[config.mk]
export PLATFORM = sky130hd
export DESIGN_NAME = if_prefetch_unit
export DESIGN_NICKNAME = d
export VERILOG_FILES = /design/src/rtl/if_prefetch_unit.sv
export SDC_FILE = /design/constraint.sdc
export NUM_CORES = 1
export LEC_CHECK = 0
export BUFFER_PORTS_ARGS = -buffer_cell sky130_fd_sc_hd__clkbuf_2
export CORE_ASPECT_RATIO = 1.5
export CORE_MARGIN = 2
export CORE_UTILIZATION = 50
export DETAILED_ROUTE_END_ITERATION = 8
export GPL_ROUTABILITY_DRIVEN = 0
export MAX_ROUTING_LAYER = met4
export PLACE_DENSITY = 0.71
export SYNTH_ARGS = -nofsm -noshare
export SYNTH_HDL_FRONTEND = slang
export SYNTH_SLANG_ARGS = --single-unit
[constraint.sdc]
create_clock -name clk_i -period 18.3 [get_ports clk_i]
set_input_delay 3.66 -clock clk_i [delete_from_list [all_inputs] [get_ports clk_i]]
set_output_delay 3.66 -clock clk_i [all_outputs]
set_load 0.01 [all_outputs]
[src/rtl/if_prefetch_unit.sv]
// Instruction-fetch front end: one-line buffer filled over a line-wide memory
// port, 32-bit word slicing, interrupt/redirect/predictor steering, and a
// circular fetch queue feeding decode through a valid/ready handshake.
module if_prefetch_unit #(
  parameter int unsigned     XLEN     = 32,
  parameter int unsigned     LINE_W   = 128,
  parameter int unsigned     FQ_DEPTH = 4,
  parameter logic [XLEN-1:0] RESET_PC = '0
) (
  input  logic              clk_i,
  input  logic              rst_i,
  input  logic              intr_valid_i,
  input  logic [XLEN-1:0]   intr_pc_i,
  input  logic              redirect_i,
  input  logic [XLEN-1:0]   redirect_pc_i,
  output logic [XLEN-1:0]   pc_bp_o,
  input  logic              bp_hit_i,
  input  logic [XLEN-1:0]   bp_target_i,
  output logic              mem_cs_o,
  output logic [XLEN-1:0]   mem_addr_o,
  input  logic [LINE_W-1:0] mem_rdata_i,
  input  logic              mem_rvalid_i,
  output logic              inst_valid_o,
  input  logic              inst_ready_i,
  output logic [XLEN-1:0]   inst_o,
  output logic [XLEN-1:0]   pc_o,
  output logic [XLEN-1:0]   pc4_o,
  output logic              bp_hit_o,
  output logic              stall_o
);

  localparam int unsigned OFF_W  = $clog2(LINE_W / 8);
  localparam int unsigned WORDS  = LINE_W / 32;
  localparam int unsigned WIDX_W = (WORDS > 1) ? $clog2(WORDS) : 1;
  localparam int unsigned PTR_W  = $clog2(FQ_DEPTH);
  localparam int unsigned CNT_W  = PTR_W + 1;

  typedef enum logic {
    IDLE,
    REQ
  } state_t;

  state_t state, state_nxt;

  logic [XLEN-1:0]       fetch_pc;
  logic [XLEN-1:0]       req_addr;
  logic [LINE_W-1:0]     line_data;
  logic [XLEN-1:OFF_W]   line_tag;
  logic                  line_valid;

  logic [XLEN-1:0]       q_inst [FQ_DEPTH];
  logic [XLEN-1:0]       q_pc   [FQ_DEPTH];
  logic                  q_bp   [FQ_DEPTH];
  logic [PTR_W-1:0]      wr_ptr, rd_ptr;
  logic [CNT_W-1:0]      count;

  logic                  flush;
  logic [XLEN-1:0]       flush_pc;
  logic                  tag_hit;
  logic                  q_full;
  logic                  push;
  logic                  pop;
  logic                  start_req;
  logic                  fill;
  logic [WIDX_W-1:0]     widx;
  logic [31:0]           cur_word;

  // Word index within the buffered line
  if (WORDS > 1) begin : g_widx
    assign widx = fetch_pc[OFF_W-1:2];
  end else begin : g_widx1
    assign widx = '0;
  end

  // Steering, hit detection and queue handshake decode
  always_comb begin
    flush     = intr_valid_i | redirect_i;
    flush_pc  = (intr_valid_i ? intr_pc_i : redirect_pc_i) & ~XLEN'(3);
    tag_hit   = line_valid && (line_tag == fetch_pc[XLEN-1:OFF_W]);
    q_full    = (count == CNT_W'(FQ_DEPTH));
    push      = tag_hit && !q_full && !flush;
    pop       = inst_valid_o && inst_ready_i;
    start_req = (state == IDLE) && !tag_hit && !q_full && !flush;
    fill      = (state == REQ) && mem_rvalid_i;
    cur_word  = line_data[32*widx +: 32];
  end

  // Refill FSM next-state
  always_comb begin
    state_nxt = state;
    case (state)
      IDLE:    if (start_req)    state_nxt = REQ;
      REQ:     if (mem_rvalid_i) state_nxt = IDLE;
      default: state_nxt = IDLE;
    endcase
  end

  // Refill FSM state register
  always_ff @(posedge clk_i or posedge rst_i) begin
    if (rst_i) state <= IDLE;
    else       state <= state_nxt;
  end

  // Fetch PC, request address and line buffer; a redirect never cancels an
  // outstanding request, the fill lands and hit/miss is re-evaluated after
  always_ff @(posedge clk_i or posedge rst_i) begin
    if (rst_i) begin
      fetch_pc   <= RESET_PC;
      req_addr   <= '0;
      line_data  <= '0;
      line_tag   <= '0;
      line_valid <= 1'b0;
    end else begin
      if (flush)       fetch_pc <= flush_pc;
      else if (push)   fetch_pc <= bp_hit_i ? bp_target_i : fetch_pc + XLEN'(4);
      if (start_req)   req_addr <= {fetch_pc[XLEN-1:OFF_W], {OFF_W{1'b0}}};
      if (fill) begin
        line_data  <= mem_rdata_i;
        line_tag   <= req_addr[XLEN-1:OFF_W];
        line_valid <= 1'b1;
      end
    end
  end

  // Queue pointers and occupancy; a flush discards any same-cycle pop
  always_ff @(posedge clk_i or posedge rst_i) begin
    if (rst_i) begin
      wr_ptr <= '0;
      rd_ptr <= '0;
      count  <= '0;
    end else if (flush) begin
      wr_ptr <= '0;
      rd_ptr <= '0;
      count  <= '0;
    end else begin
      if (push) wr_ptr <= wr_ptr + 1'b1;
      if (pop)  rd_ptr <= rd_ptr + 1'b1;
      case ({push, pop})
        2'b10:   count <= count + 1'b1;
        2'b01:   count <= count - 1'b1;
        default: count <= count;
      endcase
    end
  end

  // Queue storage written at the tail
  always_ff @(posedge clk_i) begin
    if (push) begin
      q_inst[wr_ptr] <= cur_word;
      q_pc[wr_ptr]   <= fetch_pc;
      q_bp[wr_ptr]   <= bp_hit_i;
    end
  end

  // Head outputs read as zero while the queue is empty
  always_comb begin
    inst_valid_o = (count != '0);
    inst_o       = inst_valid_o ? q_inst[rd_ptr] : '0;
    pc_o         = inst_valid_o ? q_pc[rd_ptr] : '0;
    pc4_o        = inst_valid_o ? q_pc[rd_ptr] + XLEN'(4) : '0;
    bp_hit_o     = inst_valid_o ? q_bp[rd_ptr] : 1'b0;
    mem_cs_o     = (state == REQ);
    mem_addr_o   = req_addr;
    pc_bp_o      = fetch_pc;
    stall_o      = !inst_valid_o && (state == REQ);
  end

endmodule
# ---- Yosys cells after proc, flatten, opt, wreduce, memory -nomap -nowiden
# Memory sizes are Yosys's and may differ from the RTL's.
# Cells that the tools add are included.
dict set report word_totals {
  mem_bits_rw 260
  rom_bits 0
  register_bits 225
  out_inout_bits 164
  latch_bits 0
  n_memories 3
  in_bits 231
}
# memory depth width rd rd_clocked_by_memory_dff write_ports line_no
set memory_table {}
lappend memory_table {q_inst 4 32 1 0 1 51} ;# logic [XLEN-1:0] q_inst [FQ_DEPTH];
lappend memory_table {q_pc 4 32 1 0 1 52} ;# logic [XLEN-1:0] q_pc [FQ_DEPTH];
lappend memory_table {q_bp 4 1 1 0 1 53} ;# logic q_bp [FQ_DEPTH];
dict set report classes {
  reduce_logical 17
  mux 19
  multipliers 0
  n_lt_le_gt_ge 0
  bitwise_logic 2
  shift 1
  n_eq_ne 4
  addsub 6
  div 0
}
# operator count
set op_table {}
lappend op_table {{32-bit two-way mux} 7}
lappend op_table {{128-bit by 8-bit variable part select with 32-bit output} 1}
lappend op_table {{32-bit by 3-bit adder with 32-bit output (second input constant)} 2}
lappend op_table {{28-bit == test} 1}
lappend op_table {{1-bit logical AND} 9}
lappend op_table {{2-bit two-way mux} 4}
lappend op_table {{3-bit case mux with 2 select lines} 1}
lappend op_table {{3-bit nonzero test} 2}
lappend op_table {{1-bit two-way mux} 5}
lappend op_table {{2-bit by 1-bit adder with 2-bit output (second input constant)} 2}
lappend op_table {{1-bit logical NOT} 4}
lappend op_table {{2-bit nonzero test} 2}
lappend op_table {{3-bit by 1-bit adder with 3-bit output (second input constant)} 1}
lappend op_table {{3-bit == test (second input constant)} 1}
lappend op_table {{3-bit two-way mux} 1}
lappend op_table {{3-bit by 1-bit subtractor with 3-bit output (second input constant)} 1}
lappend op_table {{2-bit by 1-bit == test with 1-bit output (second input constant)} 1}
lappend op_table {{2-bit == test (second input constant)} 1}
lappend op_table {{1-bit case mux with 2 select lines} 1}
lappend op_table {{1-bit inverter} 1}
lappend op_table {{1-bit bitwise OR} 1}

# ---- Depth between registers and ports, before layout
# Gate-level depths: netlist of the first run.
dict set report logic_depth {
  depth_word 8
  ltp_mapped 14
  ltp_nobuf 11
}

# ---- Worst setup path after synthesis of the first run
# No wires, ideal clock.
dict set report synth_path {
  path_type {input-to-reg}
  startpoint {input port redirect_i}
  endpoint {memory q_bp[0] (enable)}
  n_path_buf 2
  cell_stages 6
  setup_ps 430
  path_slack_ps 11554
  t_arrival_ps 6316
  cell_sequence {or2_2 -> a21oi_1 -> and4_1 -> buf_2 -> clkbuf_1 -> and2_1}
}
dict set report synth_via {
  elab_chain_cells 5
}
# element line_no
set synth_lines {}
lappend synth_lines {{start, declared} 14} ;# input logic redirect_i,
lappend synth_lines {{1-bit bitwise OR} 77} ;# flush = intr_valid_i | redirect_i;
lappend synth_lines {{1-bit logical NOT} 81} ;# push = tag_hit && !q_full && !flush;
lappend synth_lines {{1-bit logical AND} 81}
lappend synth_lines {{1-bit two-way mux} 148} ;# if (push) begin
lappend synth_lines {{1-bit two-way mux (implied by the code)} 151} ;# q_bp[wr_ptr] <= bp_hit_i;
lappend synth_lines {{end, declared} 53}
# Every way passes these cells.

# ---- Worst setup path after layout of the first run
dict set report layout_path {
  startpoint {register rd_ptr[0]}
  endpoint {output port pc4_o[31]}
}
dict set report layout_via {
  elab_chain_cells 3
}
# element line_no
set layout_lines {}
lappend layout_lines {{start, declared} 54} ;# logic [PTR_W-1:0] wr_ptr, rd_ptr;
lappend layout_lines {{start signal, assigned} 137} ;# if (pop) rd_ptr <= rd_ptr + 1'b1;
lappend layout_lines {{memory 4 x 32 bit} -}
lappend layout_lines {{32-bit by 3-bit adder with 32-bit output} 160} ;# pc4_o = inst_valid_o ? q_pc[rd_ptr] + XLEN'(4) : '0;
lappend layout_lines {{32-bit two-way mux} 160}
lappend layout_lines {{end, declared} 27} ;# output logic [XLEN-1:0] pc4_o,
# Every way passes these cells.

==> metrics.txt, run 1 <==
IR Drop Worst-Case VDD=0.0000863 V; TritonCTS clock tree=done; CP arrival=roughly 4.3 ns; die area=0.0451 mm2; min Tclk post-route=7.96 ns; Core Util, Final=0.596; Iteration-0 DRC Markers=1049; Max-Cap Viols=0; vias=13755; Post-Syn Area per Cell=15.3 um2; pre-CTS setup slack=10.84 ns; Fmax=around 130 MHz; Buf/Inv on CP=2; Post-CTS Hold Buffers=0; PwrDens=about 110 mW/mm2; post-CTS sizing=0; crit-path leading delay family=simple AND/OR/NAND/NOR gates; Final setup viols=0; setup TNS=0 ns; Num CTS Buffers=46; Critical-path top delay cell=buf_4; Post-synth top flop=edfxtp_1; CTS clk-pin slew, worst paths=0.07 ns; Yosys Warn Count=0; RSZ-0062 raised after global routing=false; Layout Cells excl Fill=2385; Worst Tran Pin Value=1.22 ns; vias per cell=5.77; Slew Limit Fails=0; total core area=around 0.043 mm2; Clk Latency, worst-skew pair=0.56 ns; Final Hold Viols=0; DR WL/cell=23.0 um; max_slew headroom=0.188; clock root cell=clkbuf_16; Logic pwr share=0.154; CP max stage delay=0.86 ns; Placed Instance Area=0.0241 mm2; Internal Power=between 2000 and 2500 uW; Initial Util=0.505; Setup CP Type=reg2out; Net Sw Frac=0.251; Remaining DRCs=0; first-pass GRT wire length=83.5 mm; Reg power frac=0.509; Port Buf Inserts=386; initial antenna violation count=5; vias in the first global route=14515; distinct cell type count after synthesis=65; register bit total from synthesis=485; Die X=174 um; Required @ worst endpoint=14.64 ns; HPWL after DPL=36.4 mm; row count=93; layout cell share with drive strength beyond 1=0.427; Clock Skews=0.0254 ns; Critical Path Start Type=flop; CTS sink cnt=485; Cell Chain, Critical Path=buf_4 > mux4_2 > nand4_1 > nor4_4 > nand4_1 > xor2_1 > nor2_1 > clkbuf_2; status=complete, no violations; Hold WC Path Type=reg2reg; Final Worst Setup Slack=10.34 ns; number of flops mapped to enable cells by yosys=260; CP most frequent cell=nand4_1; Mapped Area=0.0217 mm2; final instance area=0.0256 mm2; worst-case clock buffer depth=3; net switching power=roughly 710 uW; die height=259 um; Syn Inst Count=1419; Clk pwr share=0.337; I/O Pins=395; placed insts=2295; Routed Antenna Nets=0; htree depth=2; setup bufs post-CTS=0; sequential-to-total area share from yosys stat=0.619; drt pass-1 iters=5; fin nets=2011; synth-to-layout area growth=17.9%; CP Max Fanout=46; Leak=0.0101 uW; Tcrit/Tclk final=0.435; All-Layer GR Usage=0.252; FILL cells=3351; nature of the critical path endpoint=output port; largest net degree at the start of global routing=around 100; total grt overflow=0; asr flop ratio synth=0.464; Routed WL=55.0 mm
[area by class of cell]
type / instances / area, um2 / area share
inverters: 18 / 75.1 / 0.00293
flip-flops and latches: 485 / 13400 / 0.526
repair buffers: 406 / 2080 / 0.0814
clock buffers: 66 / 1300 / 0.0507
multi-input cells: 816 / 7760 / 0.303
diodes: 5 / 12.5 / 0.000489
well taps: 570 / 713 / 0.0279
clock inverters: 19 / 198 / 0.00773
[through the flow]
step	hold WS, ns	total power (uW)
final	0.499	2810
after global placement	0.476	1860
after CTS	0.500	2840
after floorplan	0.456	1720
after detailed placement	0.484	1890
after global routing	0.508	2930
[sequential cells by signal (all words and copies together), names as in the netlist, 3 cells and up]
signal,count
line_data,128
q_inst,128
q_pc,128
pc_bp_o,32
line_tag,28
mem_addr_o,28
q_bp,4
count,3
[worst reg2reg max path: cells and delay by family (launching register included)]
| kind | cells | cell delay (ns) |
|---|---|---|
| AND/OR/NAND/NOR | 4 | 2.90 |
| flip-flops | 1 | 0.61 |
| XOR/XNOR | 1 | 0.36 |
[power groups by stage]
stage	clock network, uW	registers, uW	logic [uW]
after floorplan	0	1420	295
after detailed placement	0	1450	437
after global routing	1010	1450	473
after global placement	0	1440	421
final	948	1430	433
after CTS	968	1430	439
[kinds of logic after synthesis]
kind of cell / count (synthesis) / synth area share
simple gates: 314 / 0.0779
fa+ha+maj: 7 / 0.00438
xor+xnor: 70 / 0.0289
other cells: 1 / 0.000173
buf+inv: 121 / 0.0255
flops: 485 / 0.619
mux: 288 / 0.201
compound gates: 133 / 0.0432
[metal layers]
metal  wire [um]  share of wire  track usage  up-vias
met5           0              0            -        -
met4        2550          0.046        0.118        0
met3        4240          0.077       0.0527      127
met2       28300           0.51        0.434      617
met1       19900           0.36        0.282     6927
li1            -              -            -     6084
[synth_stat cells, types with 4 or more instances]
library cell | number | area (um2)
mux4_2 | 90 | 2030
ha_1 | 6 | 75.1
a22oi_1 | 10 | 75.1
buf_1 | 4 | 15.0
a221o_1 | 11 | 110
dfrtp_1 | 225 | 5630
nor4_1 | 7 | 43.8
xnor2_1 | 40 | 350
nor3_1 | 13 | 65.1
and3_1 | 4 | 25.0
nand2b_1 | 11 | 68.8
and2_1 | 73 | 457
a21oi_1 | 20 | 100
and4_1 | 6 | 52.6
o21ai_0 | 38 | 190
buf_2 | 16 | 80.1
mux4_1 | 7 | 184
a22o_1 | 11 | 96.3
a221oi_1 | 12 | 105
xor2_1 | 29 | 254
nand2_1 | 46 | 173
inv_1 | 18 | 67.6
clkbuf_1 | 68 | 255
nor2b_1 | 7 | 43.8
nand4b_1 | 4 | 35.0
mux2i_1 | 4 | 40.0
mux2_2 | 187 | 2110
a31oi_1 | 6 | 37.5
edfxtp_1 | 260 | 7810
nor2_1 | 71 | 267
nand4_1 | 28 | 175
nand3_1 | 28 | 140
buf_4 | 11 | 82.6
[path summary, 6_finish.rpt]
kind / start / end / slack, ns / cells after the start
hold / removal: line_data[83] / line_data[83] / 0.50 / 1
setup reg to reg: pc_bp_o[18] / q_inst[3][20] / 13.95 / 5
min in group asynchronous: rst_i / line_data[118] / 3.24 / 2
max in group asynchronous: rst_i / line_data[123] / 13.47 / 3
hold reg to reg: line_data[83] / line_data[83] / 0.50 / 1
setup / recovery: rd_ptr[0] / pc4_o[31] / 10.34 / 8
[placed cells by master, fill, tap and decap left out, types with 28 or more instances in the layout]
cell type	Yosys	layout
nand2_1	46	45
nand3_1	28	28
xnor2_1	40	40
clkbuf_16	0	47
edfxtp_1	260	260
and2_1	73	69
clkbuf_2	0	386
dfrtp_1	225	221
nor2_1	71	71
xor2_1	29	29
nand4_1	28	28
mux2_2	187	187
mux4_2	90	90
o21ai_0	38	38
Power figures use the tool's default switching activity.
==> inputs of run 2 (changes only) <==
clock period = 7.95 ns   (was 18.3 ns; I/O delays follow)
==> metrics.txt, run 2 (synthesized netlist as in run 1, its figures left out) <==
worst-case clock buffer depth=3; nature of the critical path endpoint=output port; layout cell share with drive strength beyond 1=0.425; Slew Limit Fails=0; Initial Util=0.505; largest net degree at the start of global routing=117; All-Layer GR Usage=0.250; register area=0.0134 mm2; row count=93; commonest non-fill, non-tap cell in the layout=clkbuf_2; Critical Path Start Type=flop; Fmax=173 MHz; Clock Skews=0.0150 ns; post-CTS sizing=0; die height=259 um; biggest regs=line_data: 128 flops, q_inst: 128 flops, q_pc: 128 flops; I/O Pins=395; IR Drop Worst-Case VDD=about 0.00024 V; first-pass GRT wire length=82.6 mm; Layout Cells excl Fill=2380; Final setup viols=0; Final Hold Viols=0; Num CTS Buffers=between 40 and 50; Worst Tran Pin Value=~1.1 ns; CP arrival=about 4.2 ns; vias in the first global route=14152; status=complete, no violations; Clk Latency, worst-skew pair=0.56 ns; Critical-path top delay cell=buf_4; min Tclk post-route=5.77 ns; Tcrit/Tclk final=0.726; total grt overflow=0; fin nets=around 2000; Die X=about 170 um; placed insts=2295; Setup CP Type=reg2out; CP max stage delay=0.78 ns; die area=0.0451 mm2; Max-Cap Viols=0; synth-to-layout area growth=17.8%; Required @ worst endpoint=~6.4 ns; CTS clk-pin slew, worst paths=~0.06 ns; Port Buf Inserts=roughly 390; area occupied by multi-input gates=0.00776 mm2; initial antenna violation count=1; Routed WL=54.7 mm; RSZ-0062 raised after global routing=false; DR WL/cell=23.0 um; PwrDens=around 250 mW/mm2; max_slew headroom=0.269; Post-CTS Hold Buffers=0; FILL cells=3329; Leak=0.0101 uW; setup bufs post-CTS=0; TritonCTS clock tree=done; vias=13696; CP Max Fanout=39; CP most frequent cell=nand4_1; Iteration-0 DRC Markers=816; drt pass-1 iters=5; CTS sink cnt=485; clock root cell=clkbuf_16; HPWL after DPL=around 37 mm; htree depth=2; vias per cell=5.75; Remaining DRCs=0; Routed Antenna Nets=0; commonest non-fill, non-tap cells in the layout=clkbuf_2, edfxtp_1, dfrtp_1; Hold WC Path Type=reg2reg; total core area=0.0429 mm2; setup TNS=0 ns; Cell Chain, Critical Path=buf_4 > mux4_2 > nand4_1 > nor4_4 > nand4_1 > xor2_1 > nor2_1 > clkbuf_2
[run 2: area by class of cell]
cell class | instances | area share
diodes | 1 | 0.0000978
clock buffers | 72 | 0.0532
clock inverters | 12 | 0.00455
inverters | 18 | 0.00294
multi-input cells | 816 | 0.304
flip-flops and latches | 485 | 0.526
well taps | 570 | 0.0279
repair buffers | 406 | 0.0819
[run 2: final timing paths]
path                               start             end  slack [ns]  cells after the start
max                            rd_ptr[0]       pc4_o[31]        2.18                      8
min                        line_data[69]   line_data[69]        0.50                      1
max reg2reg                  pc_bp_o[18]   q_inst[1][17]        3.69                      5
min reg2reg                line_data[69]   line_data[69]        0.50                      1
max in group asynchronous          rst_i      pc_bp_o[1]        5.57                      3
min in group asynchronous          rst_i  line_data[119]        1.17                      2
[run 2: through the flow]
stage                     total power [uW]  utilization  hold slack [ns]  instance area (um2)  setup WS [ns]
after floorplan                       3960            -            0.456                21700          0.197
after global placement                4300        0.561            0.483                24100           2.71
after detailed placement              4360        0.561            0.488                24100           2.72
after CTS                             6500        0.596            0.502                25600           2.12
after global routing                  6700        0.596            0.517                25600           1.96
final                                 6450        0.596            0.500                25600           2.18
[run 2: worst max-delay path: cells and delay by family (launching register included)]
| kind | cells | cell delay (ns) |
|---|---|---|
| simple gates | 4 | 1.15 |
| buf+inv | 2 | 0.92 |
| flops | 1 | 0.77 |
| mux | 1 | 0.46 |
| xor+xnor | 1 | 0.24 |
[run 2: report_power, final]
group / switching, uW / internal [uW]
clock network: 909 / 1240
registers: 239 / 3050
logic: 475 / 532
[run 2: layer usage]
metal	track usage	routed length, um	up-vias
met4	0.0957	1910	0
met3	0.0458	3650	99
li1	-	-	6078
met1	0.286	20300	6957
met2	0.436	28800	562
met5	-	0	-
